--- src/rtl/mcu_seq_pkg.sv ---
// mcu_seq_pkg: state type, opcode and branch-select constants shared by the
// MCU sequencer. Defining SEQ_SINGLE_STEP_EN adds the PAUSE state.
package mcu_seq_pkg;

    typedef enum logic [2:0] {
        FETCH  = 3'd0,
        DECODE = 3'd1,
        EXEC   = 3'd2,
        HALT   = 3'd3
`ifdef SEQ_SINGLE_STEP_EN
        ,PAUSE = 3'd4
`endif
    } seq_state_t;

    localparam logic [4:0] OP_IN   = 5'b10100;
    localparam logic [4:0] OP_OUT  = 5'b10101;
    localparam logic [4:0] OP_HALT = 5'b11111;

    localparam logic [1:0] BS_INC = 2'b00;
    localparam logic [1:0] BS_BRZ = 2'b01;
    localparam logic [1:0] BS_JR  = 2'b10;
    localparam logic [1:0] BS_JMP = 2'b11;

    // Opcodes with no defined meaning: run as NOP and flag illegal.
    function automatic logic is_undefined(input logic [4:0] op);
        return (op == 5'b10000) || ((op >= 5'b10110) && (op <= 5'b11110));
    endfunction

endpackage

--- src/rtl/mcu_pc_next.sv ---
// mcu_pc_next: combinational next-PC selection from the decoder branch select.
// All arithmetic wraps modulo 2^PC_W.
module mcu_pc_next
    import mcu_seq_pkg::*;
#(
    parameter int PC_W = 8
) (
    input  logic [PC_W-1:0] pc,
    input  logic [8:0]      offs,
    input  logic [1:0]      bs,
    input  logic            ps,
    input  logic            z_flag,
    input  logic [PC_W-1:0] jr_target,
    output logic [PC_W-1:0] next_pc
);

    logic [PC_W-1:0]        pc_inc;
    logic signed [PC_W-1:0] off6;
    logic signed [PC_W-1:0] off9;

    assign pc_inc = pc + PC_W'(1);
    // Sign-extend (or, for the 9-bit field at PC_W=8, wrap) the branch offsets.
    assign off6   = PC_W'($signed(offs[5:0]));
    assign off9   = PC_W'($signed(offs[8:0]));

    // Branch-select mux; the conditional branch takes when z_flag differs from PS.
    always_comb begin
        next_pc = pc_inc;
        case (bs)
            BS_INC:  next_pc = pc_inc;
            BS_BRZ:  next_pc = (z_flag ^ ps) ? pc_inc + $unsigned(off6) : pc_inc;
            BS_JR:   next_pc = jr_target;
            default: next_pc = pc_inc + $unsigned(off9);
        endcase
    end

endmodule

--- src/rtl/mcu_sequencer.sv ---
// mcu_sequencer: fetch/decode/execute controller for the MCU datapath.
// Write strobes are the decoder's RW/MW gated to the single completing EXEC
// cycle; IN/OUT opcodes hold EXEC until the FPGA handshake completes.
// Optional feature macro: SEQ_SINGLE_STEP_EN (pause after each instruction
// until a step pulse). Without it the step input is ignored.
module mcu_sequencer
    import mcu_seq_pkg::*;
#(
    parameter int PC_W    = 8,
    parameter int INSTR_W = 17
) (
    input  logic               clk,
    input  logic               rst_n,
    output logic [PC_W-1:0]    imem_addr,
    input  logic [INSTR_W-1:0] imem_data,
    output logic [INSTR_W-1:0] ir,
    input  logic               dec_rw,
    input  logic               dec_mw,
    input  logic [1:0]         dec_bs,
    input  logic               dec_ps,
    input  logic               z_flag,
    input  logic [PC_W-1:0]    jr_target,
    output logic               rf_we,
    output logic               dm_we,
    input  logic               io_in_valid,
    output logic               io_in_ack,
    output logic               io_out_valid,
    input  logic               io_out_ready,
    output logic               illegal,
    output logic               halted,
    input  logic               step
);

    seq_state_t         state;
    logic [PC_W-1:0]    pc;
    logic [PC_W-1:0]    pc_inc;
    logic [PC_W-1:0]    pc_nxt;
    logic [INSTR_W-1:0] ir_q;
    logic [4:0]         opcode;
    logic               exec_done;

`ifndef SEQ_SINGLE_STEP_EN
    logic unused_step;
    assign unused_step = step;
`endif

    assign imem_addr = pc;
    assign ir        = ir_q;
    assign opcode    = ir_q[16:12];
    assign pc_inc    = pc + PC_W'(1);

    mcu_pc_next #(.PC_W(PC_W)) u_pc_next (
        .pc        (pc),
        .offs      (ir_q[8:0]),
        .bs        (dec_bs),
        .ps        (dec_ps),
        .z_flag    (z_flag),
        .jr_target (jr_target),
        .next_pc   (pc_nxt)
    );

    // EXEC-only strobes and the completion condition for the current opcode.
    always_comb begin
        rf_we     = 1'b0;
        dm_we     = 1'b0;
        io_in_ack = 1'b0;
        illegal   = 1'b0;
        exec_done = 1'b1;
        if (state == EXEC) begin
            if (opcode == OP_IN) begin
                rf_we     = io_in_valid;
                io_in_ack = io_in_valid;
                exec_done = io_in_valid;
            end else if (opcode == OP_OUT) begin
                exec_done = io_out_ready;
            end else if (opcode != OP_HALT) begin
                if (is_undefined(opcode)) begin
                    illegal = 1'b1;
                end else begin
                    rf_we = dec_rw;
                    dm_we = dec_mw;
                end
            end
        end
    end

    // Sequencer FSM with PC, IR and the registered io_out_valid/halted flags.
    always_ff @(posedge clk or negedge rst_n) begin
        if (!rst_n) begin
            state        <= FETCH;
            pc           <= '0;
            ir_q         <= '0;
            io_out_valid <= 1'b0;
            halted       <= 1'b0;
        end else begin
            case (state)
                FETCH: state <= DECODE;
                DECODE: begin
                    ir_q         <= imem_data;
                    io_out_valid <= (imem_data[16:12] == OP_OUT);
                    state        <= EXEC;
                end
                EXEC: begin
                    if (opcode == OP_HALT) begin
                        halted <= 1'b1;
                        state  <= HALT;
                    end else if (exec_done) begin
                        pc           <= is_undefined(opcode) ? pc_inc : pc_nxt;
                        io_out_valid <= 1'b0;
`ifdef SEQ_SINGLE_STEP_EN
                        state        <= PAUSE;
`else
                        state        <= FETCH;
`endif
                    end
                end
                HALT: state <= HALT;
`ifdef SEQ_SINGLE_STEP_EN
                PAUSE: begin
                    if (step) state <= FETCH;
                end
`endif
                default: state <= FETCH;
            endcase
        end
    end

endmodule

--- config.mk ---
export PLATFORM = sky130hd
export DESIGN_NAME = mcu_sequencer
export DESIGN_NICKNAME = d
export VERILOG_FILES = /design/src/rtl/mcu_seq_pkg.sv /design/src/rtl/mcu_pc_next.sv /design/src/rtl/mcu_sequencer.sv
export SDC_FILE = /design/constraint.sdc
export NUM_CORES = 1
export LEC_CHECK = 0
export BUFFER_PORTS_ARGS = -buffer_cell sky130_fd_sc_hd__buf_2
export CORE_MARGIN = 8
export CORE_UTILIZATION = 50
export DETAILED_ROUTE_END_ITERATION = 10
export PLACE_DENSITY = 0.89
export REMOVE_ABC_BUFFERS = 1
export SLEW_MARGIN = 15
export SYNTH_ARGS = -nofsm -noshare
export SYNTH_HDL_FRONTEND = slang
export SYNTH_HIERARCHICAL = 1
export SYNTH_SLANG_ARGS = --single-unit
--- constraint.sdc ---
create_clock -name clk -period 7.9 [get_ports clk]
set_input_delay 0.395 -clock clk [delete_from_list [all_inputs] [get_ports clk]]
set_output_delay 0.395 -clock clk [all_outputs]
set_load 0.02 [all_outputs]
* Yosys cells after proc, flatten, opt, wreduce, memory -nomap -nowiden
Cells that the tools add are included.
** Cells by class
- Equal/unequal tests :: 14
- Add/sub/neg operators :: 3
- Order comparisons :: 2
- Mux-type cells :: 29
- Reductions and logical operators :: 8
- $mul :: 0
- Shift operators :: 0
- Bitwise logic cells :: 2
- Div/mod/pow operators :: 0
** Operators with widths (number)
- $eq 5x5->1 const B :: 5
- $pmux 8 s3 :: 1
- $mux 1 :: 22
- $add 8x8->8 :: 2
- $mux 8 :: 2
- $pmux 3 s4 :: 1
- $add 8x1->8 const B :: 1
- $eq 3x2->1 const B :: 2
- $mux 3 :: 2
- $reduce_and 3->1 :: 2
- $ge 5x5->1 const B :: 1
- $le 5x5->1 const B :: 1
- $ne 5x5->1 const B :: 1
- $ne 2x2->1 const B :: 2
- $eq 3x1->1 const B :: 1
- $logic_not 3->1 :: 1
- $ne 3x2->1 const B :: 1
- $eq 2x1->1 const B :: 1
- $eq 2x2->1 const B :: 1
- $logic_not 2->1 :: 1
- $pmux 1 s2 :: 1
- $reduce_and 2->1 :: 1
- $reduce_bool 2->1 :: 1
- $logic_and 1x1->1 :: 1
- 3 further kinds :: 3
** Word-level totals
- Bits in read-only memories :: 0
- Register bits after elaboration :: 30
- Memories kept :: 0
- Logic and storage cells :: 63
- RAM bits :: 0
- Output and inout bits :: 31
- Latch bits :: 0

* Logic depth before layout (Yosys ltp)
Gate-level depths: netlist of the first run.
- Depth in word-level cells :: 8
- Mapped depth :: 12
- Gate-level depth less buffers :: 12

* Modules after synthesis
The synthesis of the first run kept the hierarchy.
** Modules (own cells, without submodules)
- mcu_sequencer :: instances 1, cells an instance 119, area an instance 1442.6 um2
- mcu_pc_next :: instances 1, cells an instance 97, area an instance 807.0 um2

* Worst setup path after synthesis of the first run
OpenSTA, ideal clock, no wires.
- Path type :: register to register
- From :: register pc[0], in the netlist imem_addr[0]
- To :: register pc[7], in the netlist imem_addr[7]
- Setup slack :: 4.978 ns
- Period minus slack after synthesis :: 2.922 ns
- Data arrival time :: 2.801 ns
- Path buffers :: 0
- Required time :: 7.779 ns
- Cell stages (with the launch flop) :: 12
- Cells stage by stage :: dfrtp_1 ha_1 nand3_1 xnor2_1 ha_1 o211ai_1 o211a_1 or3b_1 mux2i_1 o221ai_1 mux2_4 a22o_1
** On the way
- Word-level cells in the longest chain between the ends :: 5
- Elaborated cells between the ends (all ways) :: 6
- Those cells by class :: add/sub (3); mux (3)
** RTL lines
- from (decl) :: line mcu_sequencer.sv:35 : logic [PC_W-1:0] pc;
- from (signal assigned) :: line mcu_sequencer.sv:108 : pc <= is_undefined(opcode) ? pc_inc : pc_nxt;
- $add 8x1->8 (*) :: line mcu_pc_next.sv:21 : assign pc_inc = pc + PC_W'(1);
- $add 8x8->8 :: line mcu_pc_next.sv:31 : BS_BRZ: next_pc = (z_flag ^ ps) ? pc_inc + $unsigned(off6) : pc_inc;
- $mux 8 :: line mcu_pc_next.sv:31
- $pmux 8 s3 (*) :: line mcu_pc_next.sv:29 : case (bs)
- named net pc_nxt[7] :: line mcu_sequencer.sv:37 : logic [PC_W-1:0] pc_nxt;
- $mux 8 (*) :: line mcu_sequencer.sv:108
Mark *: on every way through the listed nets, which the timed path passes. The rest lies on a longest branch.
A chain may end at the register's enable or synchronous reset.

* Worst setup path in the final report of the first run
Same ends and word-level chain as after synthesis.

==> results of run 1 <==
==> cells in the final DEF, fill, tap and decap left out, drive strengths merged, types with 5 or more instances in the layout <==
master and count:
a21o 5, nor2 9, o211ai 5, mux2i 9, a21oi 11, mux2 22, xnor2 6, dfrtp 29
xor2 6, nand2 16, o21ai 9, ha 11, nand3 10, inv 7, o22ai 5, buf 65
clkbuf 7
==> state kept, by name, indices dropped and copies added (netlist names) <==
register      count
halted            1
imem_addr         8
state             2
ir               17
io_out_valid      1
==> how the worst min path moves through the flow <==
| stage | slack [ns] | depth (start not counted) | end | startpoint |
|---|---|---|---|---|
| 5_1_grt | 0.20 | 1 | imem_addr[7] | rst_n |
| 3_3_place_gp | 0.44 | 1 | halted | halted |
| 4_1_cts | 0.16 | 1 | ir[3] | rst_n |
| 6_report | 0.14 | 1 | ir[5] | rst_n |
| 2_1_floorplan | 0.1 | 0 | halted | rst_n |
| 3_5_place_dp | 0.44 | 1 | halted | halted |
==> stage by stage <==
| stage | utilization | hold WS (ns) | setup slack (ns) | area [sq um] |
|---|---|---|---|---|
| 3_5_place_dp | 0.594 | 0.443 | 4.83 | 2580 |
| 4_1_cts | 0.620 | 0.162 | 4.81 | 2700 |
| 3_3_place_gp | 0.594 | 0.440 | 4.90 | 2580 |
| 6_report | 0.620 | 0.145 | 4.81 | 2700 |
| 2_1_floorplan | - | 0.0994 | 4.98 | 2190 |
| 5_1_grt | 0.620 | 0.201 | 4.59 | 2700 |
==> worst max-delay path, stage by stage, from the launching register on <==
cell	delay (ns)
dfrtp_1	0.57
ha_1	0.28
nand3_1	0.10
xnor2_1	0.19
ha_1	0.38
o211ai_1	0.13
o211a_1	0.26
or3b_1	0.35
mux2i_1	0.14
o221ai_1	0.12
mux2_4	0.28
a22o_1	0.18
==> cell families (layout without fill, tap and decap cells) <==
| logic type | Yosys count | count (layout) | synth area share |
|---|---|---|---|
| AO/OA/AOI/OAI | 58 | 58 | 0.191 |
| XOR/XNOR | 14 | 14 | 0.0751 |
| adder cells (fa/ha/maj) | 12 | 12 | 0.0701 |
| buffers and inverters | 13 | 80 | 0.0373 |
| flip-flops | 29 | 29 | 0.323 |
| multiplexers | 31 | 31 | 0.154 |
| AND/OR/NAND/NOR | 59 | 59 | 0.151 |
==> report_power, final <==
| group | internal [W] | switching (W) | total [W] |
|---|---|---|---|
| Clock | 0.000103 | 0.0000598 | 0.000162 |
| Sequential | 0.000224 | 0.000101 | 0.000325 |
| Combinational | 0.000462 | 0.000532 | 0.000994 |
| Total | 0.000788 | 0.000693 | 0.00148 |
==> layout make-up <==
type,instances,area share
Multi-Input combinational cell,174,0.534
Sequential cell,29,0.269
Timing Repair Buffer,65,0.120
Clock buffer,7,0.0320
Tap cell,52,0.0241
Clock inverter,1,0.0111
Inverter,7,0.00973
==> routing by layer <==
layer,track usage,up-vias,wire (microns)
li1,-,941,-
met1,0.188,955,2410
met2,0.256,56,2590
met3,0.0586,8,337
met4,0.0655,0,89
met5,0,-,0
==> summary.md, run 1 <==
| Metric | Value |
|---|---|
| Status | complete, no violations |
| Mapped cell area | ~2200 sq um |
| Clock Path Buffers | 2 |
| Setup Crit Path Kind | flop to flop |
| Total Wirelength | approximately 5400 microns |
| CP Launch Type | flop |
| Synth Instances | 216 |
| FF-to-FF path depth | 11 |
| Share of cells above drive strength 1 | 0.375 |
| Worst Skew | ~0.0046 ns |
| CP Max Fanout | 11 |
| H-tree depth | 2 |
| Fraction of registers with async set/reset | 1.00 |
| Final antenna diode count | 0 |
| Clock sink count | 29 |
| Max cap viols | 0 |
| Yosys warns | 6 |
| Area of the multi-input gates | 1440 sq um |
| Worst vdd ir | between 200 and 250 uV |
| Die area | 6900 sq um |
| DR DRC count | 0 |
| Min-Delay Path Class | input pin to asynchronous set/reset pin |
| Yosys reg bits | 29 |
| Wire per inst | approximately 16 microns |
| RSZ-0062 raised after global routing | no |
| Core Box Area | around 4400 sq um |
| Post_cts resized | 0 |
| Post-CTS Setup Repair Bufs | 0 |
| RR Startpoint | imem_addr[0] |
| Final #Nets | 330 |
| Register area | 726 sq um |
| Setup TNS | 0 ns |
| Die height | between 80 and 90 microns |
| Final Instance Count excl. Fillers | approximately 340 |
| Crit path capture | imem_addr[7] |
| Final setup fails | 0 |
| Final hold vios | 0 |
| Root Driver | clkbuf_8 |
| Clock latency on the worst-skew pair | ~0.29 ns |
| GRT Overall Usage | 0.160 |
| Largest net degree at the start of global routing | 30 |
| Clock transition at the registers of the reported paths | about 0.07 ns |
| Post-DP HPWL | roughly 4200 microns |
| LEAKAGE | approximately 1.3 nW |
| RD Place Congestion | a little over 0.8 |
| Top cells by count, synth | dfrtp_1, mux2_2, nand2_1 |
| Main synth FF type | dfrtp_1 |
| Worst slew pin tran | 1.03 ns |
| Final ANT Viol Nets | 0 |
| CTS Buf Count | 5 |
| Most common cell in the netlist | dfrtp_1 |
| Io pins | 67 |
| Element type at the critical path end | flop |
| First-pass GRT wire length | roughly 9000 microns |
| Max_slew headroom | 0.310 |
| Gr ovfl total | 0 |
| Layout fillers | between 300 and 400 |
| Final Power | 0.00148 W |
| Tcrit/Tclk final | 0.391 |
| Row count | 24 |
| Die span in x | approximately 83 microns |
| DRC marker count from the first detailed-route iteration | between 100 and 150 |
| Minimum clock period | about 3 ns |
| Yosys top cell area share | 0.323 |
| Vias in the first global route | around 2.0k |
| Initial antenna violation count | 0 |
| Vias | roughly 2.0k |
| Netlist cell types | 55 |
| Port buffer count | 65 |
| Worst path required time | approximately 8.1 ns |
| Placed cell count | around 330 |
| CTS hold repair buffers | 0 |
| Mapped Avg Cell Area | between 10 and 15 sq um |
| Starting Density | 0.517 |
| Synth top area cells | dfrtp_1, mux2_2, ha_1, mux2i_1, nand2_1 |
| R2R Setup Slk | roughly 4.8 ns |
| Area leader, netlist | dfrtp_1 |
| Pwr dens | 548 nW/um^2 |
| Arr. time, crit path | approximately 3.3 ns |
| Max frequency | approximately 320 MHz |
| Area grow syn2layout | 20.1% |
| CTS tree | built |
| Sequential-to-total area share from yosys stat | 0.323 |
| RR Endpoint | imem_addr[7] |
| First-pass DRT Iterations | 4 |
| Number of vias per cell | ~6 |
| CP startpoint | imem_addr[0] |
| Number of synthesized flops with an enable pin | 0 |
| Max Slew Vio Count | 0 |
Power figures use the tool's default switching activity.
==> inputs of run 2 (changes only) <==
Settings changed: CORE_UTILIZATION 50 to 47, PLACE_DENSITY 0.89 to 0.88.
Clock period 7.9 ns to 2.5 ns, I/O delays scaled along.
==> run 2 against run 1 <==
Against the previous run:
- the run now ends with setup timing left
- global-route usage increased by 1.7 points
- sequential power increased to 3.0 times the previous value
- die area increased by 5.1%
- critical endpoint unchanged
==> summary.md, run 2 (same netlist as run 1, synthesis figures left out) <==
| Metric | Value |
|---|---|
| DRC marker count from the first detailed-route iteration | 66 (-42%) |
| Final hold vios | 0 (unchanged) |
| Die area | 7260 sq um (+5.1%) |
| Met2 wire length | 3010 microns (+16%) |
| Worst Skew | 0.00743 ns (+0.00286 ns) |
| Tcrit/Tclk final | 1.07 (+0.679) |
| Final antenna diode count | 0 (unchanged) |
| GRT Overall Usage | 0.177 (+0.0167) |
| CTS Buf Count | 5 (unchanged) |
| Most frequent cells in the layout | buf_2, dfrtp_1, buf_4, mux2_2, nand2_1 |
| Max reg flops | 17 (unchanged) |
| Die span in x | 85.2 microns (+2.5%) |
| RR Endpoint | imem_addr[7] |
| Max cap viols | 0 (unchanged) |
| Final Instance Count excl. Fillers | 365 (+9.0%) |
| Max Slew Vio Count | 0 (unchanged) |
| Layout fillers | 390 (+3.7%) |
| Final #Nets | 358 (+8.5%) |
| Initial antenna violation count | 0 (unchanged) |
| Post-layout util | 0.631 (+0.0107) |
| CP Max Fanout | 3 (-8) |
| RR Startpoint | imem_addr[0] |
| Pre-CTS WS | -0.205 ns (-5.04 ns) |
| Starting Density | 0.483 (-0.0340) |
| Placed cell count | 349 (+6.7%) |
| Die height | 85.2 microns (+2.5%) |
| Port buffer count | 65 (unchanged) |
| Core Box Area | 4660 sq um (+7.0%) |
| Max frequency | 374 MHz (+16%) |
| Largest net degree at the start of global routing | 30 (unchanged) |
| Final setup fails | 3 (+3) |
| Setup ws final | -0.175 ns (-4.98 ns) |
| Vias | 2067 (+5.5%) |
| Setup Crit Path Kind | flop to flop |
| DR DRC count | 0 (unchanged) |
| Hold Worst Slack | 0.0612 ns (-0.0836 ns) |
| Total Wirelength | 6210 microns (+14%) |
| Gr ovfl total | 0 (unchanged) |
| Post-DP HPWL | 4690 microns (+13%) |
| LEAKAGE | 1.40 nW (+10%) |
| Area grow syn2layout | 30.8% |
| Clock sink count | 29 (unchanged) |
| Min-Delay Path Class | input pin to flop |
| Wire per inst | 17.0 microns (+5.0%) |
| Element type at the critical path end | flop |
| Worst vdd ir | 848 uV (+270%) |
| Max_slew headroom | 0.551 (+0.241) |
| RSZ-0062 raised after global routing | yes |
| Clock latency on the worst-skew pair | 0.29 ns (about the same) |
| CTS tree | built |
| CP Launch Type | flop |
| Register area | 726 sq um (unchanged) |
| First-pass GRT wire length | 10300 microns (+12%) |
| Violated checks | setup timing |
| Row count | 25 (+4.2%) |
| Final ANT Viol Nets | 0 (unchanged) |
| Status | complete, but fails checks |
| Vias in the first global route | 2228 (+13%) |
| Root Driver | clkbuf_8 |
| Number of vias per cell | 5.66 (-3.2%) |
| Most common cell after layout, fill and taps aside | buf_2 |
| Crit path capture | imem_addr[7] |
| H-tree depth | 2 (unchanged) |
| RD Place Congestion | 0.888 (+7.5%) |
| Arr. time, crit path | 2.85 ns (-0.42 ns) |
| Worst slew pin tran | 0.673 ns (-0.357 ns) |
| FF-to-FF path depth | 11 (unchanged) |
| Share of cells above drive strength 1 | 0.460 (+0.0852) |
| Minimum clock period | 2.68 ns (-0.417 ns) |
| R2R Setup Slk | -0.18 ns (-4.98 ns) |
| First-pass DRT Iterations | 4 (unchanged) |
| Clock transition at the registers of the reported paths | 0.07 ns (about the same) |
| Top Layer Used | met4 |
| Clock Path Buffers | 2 (unchanged) |
| Worst path required time | 2.67 ns (-5.41 ns) |
| M1 WL | 2720 microns (+13%) |
| WL met3 | 408 microns (+21%) |
| Pwr dens | 1780 nW/um^2 (+220%) |
| Area of the multi-input gates | 1490 sq um (+3.3%) |
| CP startpoint | imem_addr[0] |
| Io pins | 67 (unchanged) |
==> run 2: cell types whose count changed in the layout (fill, tap and decap cells not counted), moves of 2 or more <==
cell      previous run  this run
clkinv_2             0         2
buf_6                0         2
ha_1                11         9
buf_4                0        25
==> run 2: worst min path at each step <==
| stage | endpoint | from | cells past startpoint |
|---|---|---|---|
| 6_report | ir[3] | imem_data[3] | 2 |
| 5_1_grt | ir[3] | imem_data[3] | 2 |
| 4_1_cts | ir[3] | imem_data[3] | 2 |
| 3_5_place_dp | ir[5] | rst_n | 1 |
| 3_3_place_gp | ir[5] | rst_n | 1 |
| 2_1_floorplan | halted | rst_n | 0 |
==> run 2: cell type report <==
class	count	area share
multi-input combinational	174	0.507
sequential	29	0.247
timing repair buffer	93	0.185
clock buffer	5	0.0234
tap	54	0.0230
inverter	7	0.00893
clock inverter	3	0.00595
==> run 2: where the power goes <==
part | internal, W | leakage, nW | switching (W)
sequential | 0.000707 | 0.337 | 0.000270
combinational | 0.00191 | 1.02 | 0.00195
clock | 0.000192 | 0.0439 | 0.000207
==> run 2: per-layer routing <==
metal  vias up  GRT usage
met1       992      0.203
li1        993          -
met3         8     0.0512
met2        74      0.308
met4         0     0.0534
met5         -          0
==> run 2: critical path: stages (launching register included) <==
cell and delay [ns]:
dfrtp_1 0.41, ha_4 0.17, nand3_2 0.08, xnor2_2 0.16, ha_1 0.32, o211ai_1 0.11
o211a_1 0.24, or3b_1 0.35, mux2i_1 0.14, o221ai_1 0.11, mux2_4 0.29, a22o_1 0.18
==> run 2: through the flow <==
stage | cell area (sq um) | setup TNS (ns) | total power [W]
6_report | 2940 | -0.293 | 0.00524
4_1_cts | 2940 | -0.230 | 0.00523
5_1_grt | 2940 | -0.899 | 0.00564
2_1_floorplan | 2190 | -0.520 | 0.00344
3_3_place_gp | 2740 | -0.125 | 0.00444
3_5_place_dp | 2740 | -0.287 | 0.00458
==> run 2: timing repair <==
item                                    4_1_cts  5_1_grt
buffers inserted                              7        0
pin swaps                                     8        1
hold buffers                                  1        0
endpoints found under the setup margin        3        4
hold endpoints to repair                     29        0
cloned                                        0        0
gates resized for setup                      12        0
